===== config.mk =====
export PLATFORM = sky130hd
export DESIGN_NAME = rom_rd_master_flat
export DESIGN_NICKNAME = d
export VERILOG_FILES = /design/src/rtl/rom_rd_master_if.sv /design/src/rtl/rom_rd_master.sv /design/src/flat_wrapper.sv
export SDC_FILE = /design/constraint.sdc
export NUM_CORES = 1
export LEC_CHECK = 0
export BUFFER_PORTS_ARGS = -buffer_cell sky130_fd_sc_hd__buf_4
export CAP_MARGIN = 10
export CORE_ASPECT_RATIO = 0.75
export CORE_MARGIN = 3
export CORE_UTILIZATION = 48
export DETAILED_ROUTE_END_ITERATION = 8
export HOLD_SLACK_MARGIN = 0.15
export PLACE_DENSITY = 0.9
export SYNTH_ARGS = -nofsm -noshare
export SYNTH_HDL_FRONTEND = slang
export SYNTH_SLANG_ARGS = --single-unit

===== constraint.sdc =====
create_clock -name clk -period 3.4 [get_ports clk]
set_input_delay 0.68 -clock clk [delete_from_list [all_inputs] [get_ports clk]]
set_output_delay 0.68 -clock clk [all_outputs]
set_load 0.01 [all_outputs]

===== src/rtl/rom_rd_master_if.sv =====
// Bus and stream signals of the ROM read master.
// The master modport is the initiator side; the slave modport is the
// responder/consumer side.
interface rom_rd_master_if;
    // Request/response memory bus
    logic [31:0] addr_o;
    logic [31:0] data_o;
    logic [3:0]  sel_o;
    logic        we_o;
    logic        req_valid_o;
    logic        req_ready_i;
    logic        rsp_valid_i;
    logic        rsp_ready_o;
    logic [31:0] data_i;
    // Output word stream
    logic [31:0] out_data_o;
    logic        out_valid_o;
    logic        out_ready_i;
    logic        out_last_o;

    modport master (
        output addr_o, data_o, sel_o, we_o, req_valid_o, rsp_ready_o,
        output out_data_o, out_valid_o, out_last_o,
        input  req_ready_i, rsp_valid_i, data_i, out_ready_i
    );

    modport slave (
        input  addr_o, data_o, sel_o, we_o, req_valid_o, rsp_ready_o,
        input  out_data_o, out_valid_o, out_last_o,
        output req_ready_i, rsp_valid_i, data_i, out_ready_i
    );
endinterface


===== src/rtl/rom_rd_master.sv =====
// Sequential word reader: issues one 32-bit read at a time starting at a
// word-aligned base address and forwards each returned word on a
// valid/ready stream, flagging the final word.
module rom_rd_master #(
    parameter int LEN_W = 16
) (
    input  logic             clk,
    input  logic             rst,
    input  logic             start_i,
    input  logic [31:0]      base_addr_i,
    input  logic [LEN_W-1:0] len_i,
    output logic             busy_o,
    output logic             done_o,
    rom_rd_master_if.master  bus
);

    typedef enum logic [2:0] {
        IDLE,
        REQ,
        WAIT,
        OUT,
        DONE
    } state_t;

    state_t           state_reg;
    state_t           state_next;
    logic [31:0]      addr_reg;
    logic [LEN_W-1:0] rem_reg;
    logic [31:0]      data_reg;
    logic             last_reg;

    // The low address bits are deliberately discarded (word aligned reads).
    logic unused_addr_bits;
    assign unused_addr_bits = ^base_addr_i[1:0];

    // State register
    always_ff @(posedge clk or posedge rst) begin
        if (rst) begin
            state_reg <= IDLE;
        end else begin
            state_reg <= state_next;
        end
    end

    // Next-state logic; a zero-length start goes straight to DONE
    always_comb begin
        state_next = state_reg;
        case (state_reg)
            IDLE: begin
                if (start_i) begin
                    state_next = (len_i != '0) ? REQ : DONE;
                end
            end
            REQ: begin
                if (bus.req_ready_i) begin
                    state_next = WAIT;
                end
            end
            WAIT: begin
                if (bus.rsp_valid_i) begin
                    state_next = OUT;
                end
            end
            OUT: begin
                if (bus.out_ready_i) begin
                    state_next = (rem_reg != '0) ? REQ : DONE;
                end
            end
            DONE: begin
                state_next = IDLE;
            end
            default: begin
                state_next = IDLE;
            end
        endcase
    end

    // Address/count latch on start; capture, count down and advance on response
    always_ff @(posedge clk or posedge rst) begin
        if (rst) begin
            addr_reg <= '0;
            rem_reg  <= '0;
            data_reg <= '0;
            last_reg <= 1'b0;
        end else begin
            if (state_reg == IDLE && start_i && len_i != '0) begin
                addr_reg <= {base_addr_i[31:2], 2'b00};
                rem_reg  <= len_i;
            end
            if (state_reg == WAIT && bus.rsp_valid_i) begin
                data_reg <= bus.data_i;
                last_reg <= (rem_reg == LEN_W'(1));
                rem_reg  <= rem_reg - LEN_W'(1);
                addr_reg <= addr_reg + 32'd4;
            end
        end
    end

    // Outputs decode directly from the state so each handshake line is
    // confined to its own state.
    assign busy_o          = (state_reg == REQ) || (state_reg == WAIT) || (state_reg == OUT);
    assign done_o          = (state_reg == DONE);
    assign bus.req_valid_o = (state_reg == REQ);
    assign bus.rsp_ready_o = (state_reg == WAIT);
    assign bus.out_valid_o = (state_reg == OUT);
    assign bus.addr_o      = addr_reg;
    assign bus.out_data_o  = data_reg;
    assign bus.out_last_o  = last_reg;
    assign bus.data_o      = 32'h0000_0000;
    assign bus.sel_o       = 4'hf;
    assign bus.we_o        = 1'b0;

endmodule


===== src/flat_wrapper.sv =====
// flat-port wrapper written by rule: the top's interface ports become plain ports
module rom_rd_master_flat 
#(
    parameter int LEN_W = 16
)
  (clk, rst, start_i, base_addr_i, len_i, busy_o, done_o, bus_addr_o, bus_data_o, bus_sel_o, bus_we_o, bus_req_valid_o, bus_rsp_ready_o, bus_out_data_o, bus_out_valid_o, bus_out_last_o, bus_req_ready_i, bus_rsp_valid_i, bus_data_i, bus_out_ready_i);
  rom_rd_master_if bus_i ();
  input  logic clk;
  input  logic rst;
  input  logic start_i;
  input  logic [31:0] base_addr_i;
  input  logic [LEN_W-1:0] len_i;
  output logic busy_o;
  output logic done_o;
  output wire logic [$bits(bus_i.addr_o)-1:0] bus_addr_o;
  output wire logic [$bits(bus_i.data_o)-1:0] bus_data_o;
  output wire logic [$bits(bus_i.sel_o)-1:0] bus_sel_o;
  output wire logic [$bits(bus_i.we_o)-1:0] bus_we_o;
  output wire logic [$bits(bus_i.req_valid_o)-1:0] bus_req_valid_o;
  output wire logic [$bits(bus_i.rsp_ready_o)-1:0] bus_rsp_ready_o;
  output wire logic [$bits(bus_i.out_data_o)-1:0] bus_out_data_o;
  output wire logic [$bits(bus_i.out_valid_o)-1:0] bus_out_valid_o;
  output wire logic [$bits(bus_i.out_last_o)-1:0] bus_out_last_o;
  input wire logic [$bits(bus_i.req_ready_i)-1:0] bus_req_ready_i;
  input wire logic [$bits(bus_i.rsp_valid_i)-1:0] bus_rsp_valid_i;
  input wire logic [$bits(bus_i.data_i)-1:0] bus_data_i;
  input wire logic [$bits(bus_i.out_ready_i)-1:0] bus_out_ready_i;
  assign bus_addr_o = bus_i.addr_o;
  assign bus_data_o = bus_i.data_o;
  assign bus_sel_o = bus_i.sel_o;
  assign bus_we_o = bus_i.we_o;
  assign bus_req_valid_o = bus_i.req_valid_o;
  assign bus_rsp_ready_o = bus_i.rsp_ready_o;
  assign bus_out_data_o = bus_i.out_data_o;
  assign bus_out_valid_o = bus_i.out_valid_o;
  assign bus_out_last_o = bus_i.out_last_o;
  assign bus_i.req_ready_i = bus_req_ready_i;
  assign bus_i.rsp_valid_i = bus_rsp_valid_i;
  assign bus_i.data_i = bus_data_i;
  assign bus_i.out_ready_i = bus_out_ready_i;
  rom_rd_master #(.LEN_W(LEN_W)) u_core (.clk(clk), .rst(rst), .start_i(start_i), .base_addr_i(base_addr_i), .len_i(len_i), .busy_o(busy_o), .done_o(done_o), .bus(bus_i));
endmodule

==> results_dict.tcl <==
set metrics [dict create \
    finalHoldViolCount 0 \
    ys.flop_type "dfrtp_1" \
    synth-compound-area-share_pct 14.7 \
    yosys.area_share.adder_pct 0.820 \
    final_core_util_pct 65.0 \
    num-nets-final 756 \
    ioPinCount 193 \
    rsz0062_at_grt "no" \
    antenna_found_initial 0 \
    clkLatencyLatePin_ns 0.34 \
    hold_class "input pin to asynchronous set/reset pin" \
    detail-route-antenna-nets 0 \
    pre_cts_slack_ns 0.726 \
    p_leak_nw 2.80 \
    port_buffers 151 \
    wirelength_um 12800 \
    combPwrFrac_pct 42.1 \
    synth-edff-count 0 \
    cts_setup_buffers 0 \
    final_cell_mix "buf_4, nand2_1, dfrtp_1" \
    synthXorXnorAreaFrac_pct 0 \
    status "finished, final reports clean" \
    grt_pass1_vias 4197 \
    drc 0 \
    synth_top_family_by_area "simple AND/OR/NAND/NOR gates" \
    synthMuxAreaShare_pct 0 \
    drt_iter0_markers 396 \
    grt_start_max_net_pins 45 \
    diodes 0 \
    clk_path_buf_depth 2 \
    final_cells 800 \
    netSwitchingFraction_pct 39.8 \
    pwr_density_cell_nw_per_um2 876 \
    layout_commonest_cell "buf_4" \
    wl_per_cell_um 16.0 \
    cts_resized 0 \
    relSlewSlack_pct 48.3 \
    p_total_mw 5.21 \
    cts_root_buf "clkbuf_16" \
    r2r-end "u_core.bus.addr_o[26]" \
    r2r_setup_slack_ns 1.08 \
    netlist_instances 528 \
    setup_ws_ns 1.08 \
    cts_buffers 9 \
    nFillCells 752 \
    cp-start-kind "register" \
    overflow 0 \
    fin_setup_tns_ns 0 \
    postSynthAreaPerCell_sq_um 8.67 \
    skew_ns 0.00678 \
    fmax_mhz 431 \
    largest_reg_flops 32 \
    yosys.area_share.simple_pct 28.6 \
    rows 30 \
    worst_ep_required_time_ns 3.62 \
    synthArstFlopShare_pct 100 \
    postCtsHoldBufs 0 \
    start_util_pct 50.0 \
    gp_congestion 0.864 \
    vias 4461 \
    multi_input_area_sq_um 2180 \
    yosysSeqAreaShare_pct 44.8 \
    seq_area_sq_um 2050 \
    synthesis.area_sq_um 4580 \
    seqPwrFrac_pct 37.2 \
    maxSlewViolCount 0 \
    die-area_sq_um 10800 \
    finalSetupViolations 0 \
    dp.cells 784 \
    place_area_sq_um 5610 \
    hpwl_um 9460 \
    synth_cell_type_count 62 \
    fin_area_sq_um 5950 \
    h-tree-depth 3 \
    clkSinkCount 82 \
    drv_cap 0 \
    p_clk_share_pct 20.7 \
    switchingPower_mw 2.07 \
    power.internal_mw 3.14 \
    die_height_um 90.6 \
    r2r_start "u_core.state_reg[0]" \
    syn2layout_area_growth_pct 30.1 \
    peakVddDrop_mv 0.368 \
    routed_via_density 5.58 \
    coreArea_sq_um 9160 \
    grt_pass1_wl_um 20900 \
    drive_above_1_share_pct 29.9 \
    finalCriticalPeriod_ns 2.32 \
    ys_seq_elements 82 \
    path_class "register to register" \
    yosys_warnings 0 \
    cts_tree "yes" \
    die_x_um 119 \
    min_period_over_period_pct 68.3 \
    dr.pass1.iters 7 \
    grtUsageTotal_pct 23.7 \
    arrival_ns 2.54 \
    worstRegToRegCells 4 \
    end_kind "register" \
    path_clk_slew_ns 0.06 \
    worst_slew_pin_slew_ns 0.775 \
    crit_fanout 29 \
    hold_slack_ns 0.454 \
]
[synth_stat cells (2+ instances only)]
cell,number,area [sq um]
a21boi_0,2,15.0
buf_2,13,65.1
o22ai_1,8,50.1
inv_1,6,22.5
nand3_1,14,70.1
o21a_1,2,15.0
nand2_1,125,469
a41oi_1,2,17.5
nand4_1,5,31.3
or2_2,2,12.5
and3_1,4,25.0
nor3_1,27,135
clkbuf_1,6,22.5
nor2_1,56,210
nand4bb_1,2,22.5
a21oi_1,16,80.1
conb_1,2,7.51
and4_1,5,43.8
o21ai_0,12,60.1
ha_1,3,37.5
buf_6,6,67.6
a211oi_1,26,195
nand3_2,3,30.0
dfrtp_1,82,2050
nor3_2,3,30.0
buf_4,42,315
a31oi_1,2,12.5
a311oi_1,6,52.6
o31ai_1,4,30.0
a211o_1,2,17.5
nor4_1,7,43.8
and2_1,2,12.5
a221o_1,2,20.0
[how the worst max path moves through the flow]
stage,slack [ns],startpoint,cells after the start,endpoint
after floorplan,0.61,rst,1,u_core.bus.addr_o[10]
after global placement,0.78,len_i[2],7,u_core.rem_reg[1]
after detailed placement,0.73,len_i[9],7,u_core.rem_reg[1]
after CTS,1.08,len_i[9],7,u_core.rem_reg[1]
after global routing,0.88,u_core.state_reg[1],4,u_core.bus.addr_o[26]
final,1.08,u_core.state_reg[0],4,u_core.bus.addr_o[26]
[worst max-delay path, cell delays in order, from the launching register on]
cell,delay [ns]
dfrtp_1,0.51
nand4bb_4,0.65
o21ai_2,0.53
a21boi_0,0.19
a211o_1,0.31
[power by group through the flow]
stage	logic, mW	registers (mW)	clock network [mW]
global placement	2.10	1.90	0
finish	2.20	1.94	1.08
CTS	2.21	1.92	1.10
global route	2.43	2.01	1.14
detailed placement	2.20	1.94	0
floorplan	1.20	1.97	0
[final cells by class]
type / count / area share, %
multi-input combinational: 409 / 36.7
sequential: 82 / 34.5
timing repair buffer: 159 / 20.1
clock buffer: 11 / 4.25
tap: 128 / 2.69
clock inverter: 5 / 1.43
inverter: 6 / 0.399
[cells by family (layout without fill, tap and decap cells)]
kind of cell / count (synthesis) / count (layout)
other: 2 / 39
buffers and inverters: 74 / 181
AOI/OAI and AO/OA: 96 / 96
adders and majority gates: 3 / 3
and+or+nand+nor: 271 / 271
DFF: 82 / 82
[per-layer routing]
metal	track usage, %	wire length [um]
met4	6.46	202
met5	0	0
met3	6.32	1220
met2	40.2	6230
met1	29.9	5120
(Power assumes the default switching activity.)
